[src/rtl/pipe_stage_skid.sv]
// pipe_stage_skid: generic inter-stage pipeline register with valid/ready
// handshake, a 2-entry skid buffer (main + skid) and synchronous flush.
// Control fields read as zero whenever the stage holds a bubble.
// Optional statistics counters are built when PIPE_STATS_EN is defined;
// otherwise stall_cnt and flush_cnt are tied to zero.
module pipe_stage_skid #(
  parameter int unsigned DATA_W = 64,
  parameter int unsigned CTRL_W = 16,
  parameter int unsigned CNT_W  = 16
) (
  input  logic              CLK,
  input  logic              nRST,
  input  logic              in_valid,
  output logic              in_ready,
  input  logic [DATA_W-1:0] in_data,
  input  logic [CTRL_W-1:0] in_ctrl,
  output logic              out_valid,
  input  logic              out_ready,
  output logic [DATA_W-1:0] out_data,
  output logic [CTRL_W-1:0] out_ctrl,
  input  logic              flush,
  output logic [CNT_W-1:0]  stall_cnt,
  output logic [CNT_W-1:0]  flush_cnt
);

  typedef enum logic [1:0] {
    ST_EMPTY = 2'd0,
    ST_ONE   = 2'd1,
    ST_FULL  = 2'd2
  } state_t;

  state_t            r_state;
  state_t            w_state_nxt;

  logic [DATA_W-1:0] r_main_data;
  logic [CTRL_W-1:0] r_main_ctrl;
  logic [DATA_W-1:0] r_skid_data;
  logic [CTRL_W-1:0] r_skid_ctrl;
  logic              r_in_ready;
  logic              r_out_valid;

  logic [DATA_W-1:0] w_main_data_nxt;
  logic [CTRL_W-1:0] w_main_ctrl_nxt;
  logic [DATA_W-1:0] w_skid_data_nxt;
  logic [CTRL_W-1:0] w_skid_ctrl_nxt;

  logic              w_in_fire;
  logic              w_out_fire;

  assign w_in_fire  = in_valid & r_in_ready;
  assign w_out_fire = r_out_valid & out_ready;

  assign in_ready  = r_in_ready;
  assign out_valid = r_out_valid;
  assign out_data  = r_main_data;
  assign out_ctrl  = r_main_ctrl;

  // State register
  always_ff @(posedge CLK or negedge nRST) begin
    if (!nRST) begin
      r_state <= ST_EMPTY;
    end else begin
      r_state <= w_state_nxt;
    end
  end

  // Next state and next contents of main/skid; flush wins over everything
  always_comb begin
    w_state_nxt     = r_state;
    w_main_data_nxt = r_main_data;
    w_main_ctrl_nxt = r_main_ctrl;
    w_skid_data_nxt = r_skid_data;
    w_skid_ctrl_nxt = r_skid_ctrl;

    if (flush) begin
      w_state_nxt     = ST_EMPTY;
      w_main_ctrl_nxt = '0;
      w_skid_ctrl_nxt = '0;
    end else begin
      unique case (r_state)
        ST_EMPTY: begin
          if (w_in_fire) begin
            w_state_nxt     = ST_ONE;
            w_main_data_nxt = in_data;
            w_main_ctrl_nxt = in_ctrl;
          end
        end
        ST_ONE: begin
          if (w_in_fire && w_out_fire) begin
            w_main_data_nxt = in_data;
            w_main_ctrl_nxt = in_ctrl;
          end else if (w_in_fire) begin
            w_state_nxt     = ST_FULL;
            w_skid_data_nxt = in_data;
            w_skid_ctrl_nxt = in_ctrl;
          end else if (w_out_fire) begin
            // Draining to a bubble: zero control so the bubble is inert
            w_state_nxt     = ST_EMPTY;
            w_main_ctrl_nxt = '0;
          end
        end
        ST_FULL: begin
          if (w_out_fire) begin
            w_state_nxt     = ST_ONE;
            w_main_data_nxt = r_skid_data;
            w_main_ctrl_nxt = r_skid_ctrl;
          end
        end
        default: begin
          w_state_nxt     = ST_EMPTY;
          w_main_ctrl_nxt = '0;
          w_skid_ctrl_nxt = '0;
        end
      endcase
    end
  end

  // Main/skid payload registers and registered handshake flags
  always_ff @(posedge CLK or negedge nRST) begin
    if (!nRST) begin
      r_main_data <= '0;
      r_main_ctrl <= '0;
      r_skid_data <= '0;
      r_skid_ctrl <= '0;
      r_in_ready  <= 1'b1;
      r_out_valid <= 1'b0;
    end else begin
      r_main_data <= w_main_data_nxt;
      r_main_ctrl <= w_main_ctrl_nxt;
      r_skid_data <= w_skid_data_nxt;
      r_skid_ctrl <= w_skid_ctrl_nxt;
      r_in_ready  <= (w_state_nxt != ST_FULL);
      r_out_valid <= (w_state_nxt != ST_EMPTY);
    end
  end

`ifdef PIPE_STATS_EN
  logic [CNT_W-1:0] r_stall_cnt;
  logic [CNT_W-1:0] r_flush_cnt;

  assign stall_cnt = r_stall_cnt;
  assign flush_cnt = r_flush_cnt;

  // Saturating counters: downstream back-pressure cycles and effective flushes
  always_ff @(posedge CLK or negedge nRST) begin
    if (!nRST) begin
      r_stall_cnt <= '0;
      r_flush_cnt <= '0;
    end else begin
      if (r_out_valid && !out_ready && (r_stall_cnt != {CNT_W{1'b1}})) begin
        r_stall_cnt <= r_stall_cnt + CNT_W'(1);
      end
      if (flush && (r_state != ST_EMPTY) && (r_flush_cnt != {CNT_W{1'b1}})) begin
        r_flush_cnt <= r_flush_cnt + CNT_W'(1);
      end
    end
  end
`else
  assign stall_cnt = '0;
  assign flush_cnt = '0;
`endif

endmodule

[config.mk]
export PLATFORM = sky130hd
export DESIGN_NAME = pipe_stage_skid
export DESIGN_NICKNAME = d
export VERILOG_FILES = /design/src/rtl/pipe_stage_skid.sv
export SDC_FILE = /design/constraint.sdc
export NUM_CORES = 1
export LEC_CHECK = 0
export CAP_MARGIN = 30
export CORE_UTILIZATION = 48
export CTS_CLUSTER_SIZE = 40
export DETAILED_ROUTE_END_ITERATION = 6
export GPL_TIMING_DRIVEN = 0
export PLACE_DENSITY_LB_ADDON = 0.12
export SYNTH_ARGS = -nofsm -noshare
export SYNTH_HDL_FRONTEND = slang
export SYNTH_SLANG_ARGS = --single-unit
[constraint.sdc]
create_clock -name CLK -period 2.1 [get_ports CLK]
set_input_delay 0.42 -clock CLK [delete_from_list [all_inputs] [get_ports CLK]]
set_output_delay 0.42 -clock CLK [all_outputs]
set_load 0.005 [all_outputs]
=== After elaboration in Yosys (flattened, before gate mapping) ===
Index checks and enable logic that the tools add are counted.

* Register bits: 164
* Word-level logic and storage cells: 54
* Memories: 0
* Bits in latches: 0
* Input bits: 85
* ROM bits: 0
* RAM bits: 0
* Output and inout bits: 114

* Equality and inequality tests: 13
* Order comparisons: 0
* Muxes and demuxes: 21
* $add $sub $neg: 0
* Multiply operators: 0
* Reduce and logical (&&, ||, !) cells: 9
* Div/mod/pow operators: 0
* Bitwise operators: 4
* Shift operators: 0

{| class="wikitable"
|+ Operators with widths
! operator !! count
|-
| $mux W64 || 3
|-
| $pmux W64 S3 || 1
|-
| $mux W16 || 8
|-
| $pmux W16 S3 || 1
|-
| $pmux W16 S2 || 1
|-
| $mux W2 || 6
|-
| $ne A3 B3 Y1 const B || 4
|-
| $ne A2 B2 Y1 const B || 4
|-
| $ne A4 B4 Y1 const B || 2
|-
| $reduce_and A4 Y1 || 2
|-
| $pmux W2 S3 || 1
|-
| $reduce_and A5 Y1 || 1
|-
| $reduce_and A3 Y1 || 1
|-
| $reduce_bool A3 Y1 || 1
|-
| $and A1 B1 Y1 || 2
|-
| $eq A2 B1 Y1 const B || 1
|-
| $eq A2 B2 Y1 const B || 1
|-
| $logic_not A2 Y1 || 1
|-
| $ne A2 B1 Y1 const B || 1
|-
| $not A1 Y1 || 2
|-
| $reduce_bool A2 Y1 || 1
|-
| $reduce_or A2 Y1 || 1
|-
| $logic_and A1 B1 Y1 || 1
|}

=== Depth between registers and ports, before layout ===
* Word-level depth: 7
* Mapped depth: 7
* Gate-level depth less buffers: 4

=== Least setup slack after synthesis ===
No wires, ideal clock.

* Path kind: in2reg
* Start point: input port flush
* End point: register r_skid_data[14]
* Arrival: 1723 ps
* Path buffers: 3
* Path slack: 252 ps
* Library setup time: 125 ps
* Stages on the path: 5
* Data required time: 1975 ps
* Cell sequence: clkbuf_1 -> or4_4 -> buf_6 -> buf_6 -> mux2_4

* Longest elaborated chain between the ends: 2

{| class="wikitable"
|+ Ends and longest elaborated chain
! item !! RTL line !! RTL
|-
| start, declared || 21 || <nowiki>input logic flush,</nowiki>
|-
| $not A1 Y1 (no line) || - ||
|-
| $reduce_and A4 Y1 (no line) || - ||
|-
| end signal, assigned || 130 || <nowiki>r_skid_data <= w_skid_data_nxt;</nowiki>
|-
| end, declared || 37 || <nowiki>logic [DATA_W-1:0] r_skid_data;</nowiki>
|}

No other way between the ends.
A chain may end at the register's enable or synchronous reset.

=== Final worst setup path ===
* Start point: register r_state[1]
* End point: register r_state[0]

* Longest elaborated chain between the ends: 3
* Elaborated cells on any way between the ends: 5
* Classes of those cells: eq/ne (2); mux (2); reduce/logical (1)

{| class="wikitable"
|+ Ends and longest elaborated chain
! item !! RTL line !! RTL
|-
| start, declared || 32 || <nowiki>state_t r_state;</nowiki>
|-
| start signal, assigned || 63 || <nowiki>r_state <= w_state_nxt;</nowiki>
|-
| $eq A2 B2 Y1, or another cell as far along || 80 || <nowiki>unique case (r_state)</nowiki>
|-
| $pmux W2 S3 (*) || 80 ||
|-
| $mux W2 (*) || 75 || <nowiki>if (flush) begin</nowiki>
|-
| named net w_state_nxt[0] || 33 || <nowiki>state_t w_state_nxt;</nowiki>
|}

The timed path passes the listed nets; every way through them passes the cells marked *.

==> results.md <==
- Clock share of power: 0.281
- Gp weighted congestion: 0.930
- Vias in the first global route: ~6000
- Routed vias/inst: ~5.2
- CTS buffer count: 17
- Worst slew margin: 0.574
- Layout net count: 947
- Layout cells sized above 1: 0.329
- Slew Viols, Final: 0
- Main area contributors after synthesis: dfrtp_1 (50%), mux2_2 (20%), mux2_4 (9.0%)
- Final WL: 18.9 mm
- Worst-margin pin slew: 0.639 ns
- CP arrival: around 2.3 ns
- Maximum vdd drop: around 0.61 mV
- Synthesized area per cell: 12.7 um^2
- Clock-pin slew on the worst setup and hold paths: around 0.060 ns
- TritonCTS clock tree: done
- Sw frac: 0.261
- I/O pin count: 199
- F_max: 494 MHz
- P&R area growth vs syn: 33.4%
- Final design utilization: 0.656
- First-pass GRT wire length: 31.2 mm
- Worst-Skew Late Latency: about 0.43 ns
- Synth area leader: dfrtp_1
- Yosys Warn Count: 0
- Setup Viol. Count Final: 0
- Clk_skew: approximately 0.0086 ns
- Ant. Diodes: 0
- Async set-reset flop share out of synthesis: 1.00
- Final Cycle Share: 0.964
- Combinational power share: 0.290
- Fin Hold WS: approximately 0.41 ns
- Unrepaired setup endpoints after global routing: false
- Post-Place Cell Area: 0.0103 mm^2
- Largest net degree at the start of global routing: between 80 and 90
- Endpoint class of the critical path: flop
- Initial antenna violation count: 0
- Buffers added on ports: 165
- CTS Sinks: approximately 160
- Vias: 5741
- Final min period: around 2.0 ns
- Placeable core area: between 0.015 and 0.02 mm^2
- Final worst slack: 0.0758 ns
- Crit-path max FO: 10
- CP required: around 2.4 ns
- Post-synth top area share: 0.498
- Hold Crit Class: in -> reg
- 1st-iter DRT viols: ~300
- Cell count after synthesis: about 640
- CTS Root Buffer Type: clkbuf_16
- Hold Vio Cnt, Final: 0
- Synth unique cells: 32
- Total global routing track utilization: 0.227
- Htree depth: 4
- LEAKAGE: around 0.0048 uW
- Status: complete, no violations
- Die Y: ~130 um
- Routed WL per cell: approximately 17 um
- MaxCap Viol Count: 0
- Most frequent cell after synthesis: dfrtp_1
- Mapped Area: just over 0.008 mm^2
- Die ar.: ~0.018 mm^2
- CTS max path bufs: 2
- Power density over the cells: 1010 mW/mm^2
- Final instance area: between 0.01 and 0.015 mm^2
- Main synth FF type: dfrtp_1
- Startpoint Class: flop
- Starting Density: 0.492
- GR Overflow Total: 0
- DP HPWL: 13.4 mm
- Die W: between 100 and 150 um
- FP Rows: 47
- Yosys reg bits: around 160
- FILL cells: around 1300
- Most frequent cells after synthesis: dfrtp_1 (163), mux2_2 (143), mux2_4 (49), a21oi_1 (34), o21ai_0 (33)
- Post-synth EDFFs: 0
- DRC Markers: 0
- Int Power: roughly 8200 uW
- DRT Pass-1 Iters: 5
- Post-synthesis sequential area ratio: 0.502
- Routed Antenna Nets: 0
- CP Class: reg -> reg
- Seq pwr share: 0.429
- DP Worst Slack: -0.549 ns
- NetSw: ~2900 uW
-- power by group through the flow --
stage | Sequential, uW | Clock (uW) | Combinational (uW)
floorplan | 4660 | 0 | 1700
global placement | 4700 | 0 | 3100
detailed placement | 4750 | 0 | 3200
CTS | 4730 | 3160 | 3220
global route | 4860 | 3290 | 3470
finish | 4740 | 3100 | 3210
-- worst paths after layout --
check	from	endpoint	slack (ns)	depth (start not counted)
setup / recovery	r_state[1]$_DFF_PN0_	r_state[0]$_DFF_PN0_	0.08	5
hold / removal	flush	out_ctrl[7]$_DFFE_PN0P_	0.41	2
setup reg to reg	r_state[1]$_DFF_PN0_	r_state[0]$_DFF_PN0_	0.08	5
hold reg to reg	r_skid_data[2]$_DFFE_PN0P_	r_skid_data[2]$_DFFE_PN0P_	0.50	1
max in group asynchronous	nRST	out_data[2]$_DFFE_PN0P_	0.73	3
min in group asynchronous	nRST	out_ctrl[12]$_DFFE_PN0P_	0.56	2
-- registers in the layout, summed over array words and instances, names as in the netlist --
register     count
r_skid_data     64
out_valid        1
in_ready         1
r_skid_ctrl     16
out_ctrl        16
r_state          2
out_data        64
-- critical path, stage by stage (launching register included) --
cell	delay, ns
dfrtp_1	0.37
buf_2	0.25
clkbuf_1	0.51
clkbuf_1	0.48
o21bai_1	0.19
a21oi_1	0.09
-- cell usage in the layout (no fill, tap or decap), types with 2 or more instances in the layout --
cell	synthesis	routed
conb_1	1	32
buf_6	6	6
buf_4	32	37
mux2_2	143	143
inv_1	17	17
mux2i_1	16	16
clkdlybuf4s50_1	0	164
clkbuf_1	28	25
o21ai_0	33	33
nor2_1	3	3
nand2b_1	19	19
nand4_1	17	17
clkinvlp_4	0	3
clkbuf_2	0	4
nand2_1	19	19
clkbuf_8	0	2
mux2_4	49	49
clkbuf_4	0	7
clkinv_2	0	2
bufinv_16	0	2
clkinv_4	0	3
buf_2	14	7
o32ai_1	16	16
a21o_1	16	16
a21oi_1	34	34
dfrtp_1	163	163
clkbuf_16	0	17
and2_1	2	2
-- final cells by class --
cell class | count | area [um^2] | area share
clock inverters | 11 | 128 | 0.0117
well taps | 220 | 275 | 0.0252
plain buffers | 82 | 520 | 0.0477
repair buffers | 170 | 1720 | 0.157
multi-input cells | 410 | 3650 | 0.334
clock buffers | 21 | 460 | 0.0422
flip-flops and latches | 164 | 4110 | 0.376
inverters | 17 | 63.8 | 0.00584
-- stage by stage --
step / setup TNS (ns) / std cells / total power, uW
after detailed placement: -59.95 / 1059 / 7960
after CTS: -0.0297 / 1093 / 11100
final: 0 / 1095 / 11000
after floorplan: 0 / 673 / 6360
after global routing: 0 / 1095 / 11600
after global placement: -1008.84 / 1058 / 7800
-- routing by layer --
metal  wire length, um  up-vias  track usage
li1                  -     2665            -
met1              7910     2857        0.278
met2              9380      197        0.379
met3              1250       22       0.0648
met4               373        0       0.0875
met5                 0        -            0
-- cells by family (layout without fill, tap and decap cells) --
| logic type | count (synthesis) | in the layout | share of synthesized area |
|---|---|---|---|
| other | 1 | 32 | 0.000458 |
| buffers and inverters | 99 | 301 | 0.0677 |
| muxes | 208 | 208 | 0.306 |
| AOI/OAI and AO/OA | 105 | 105 | 0.0792 |
| and+or+nand+nor | 65 | 65 | 0.0448 |
| DFF | 164 | 164 | 0.502 |
-- timing repair --
item	4_1_cts	5_1_grt
hold endpoints to repair	59	0
setup endpoints to repair	63	79
pin swaps	1	1
hold buffers	1	0
buffers inserted	1	2
resized for setup	2	21
No activity file was read; power rests on OpenSTA's default activity.
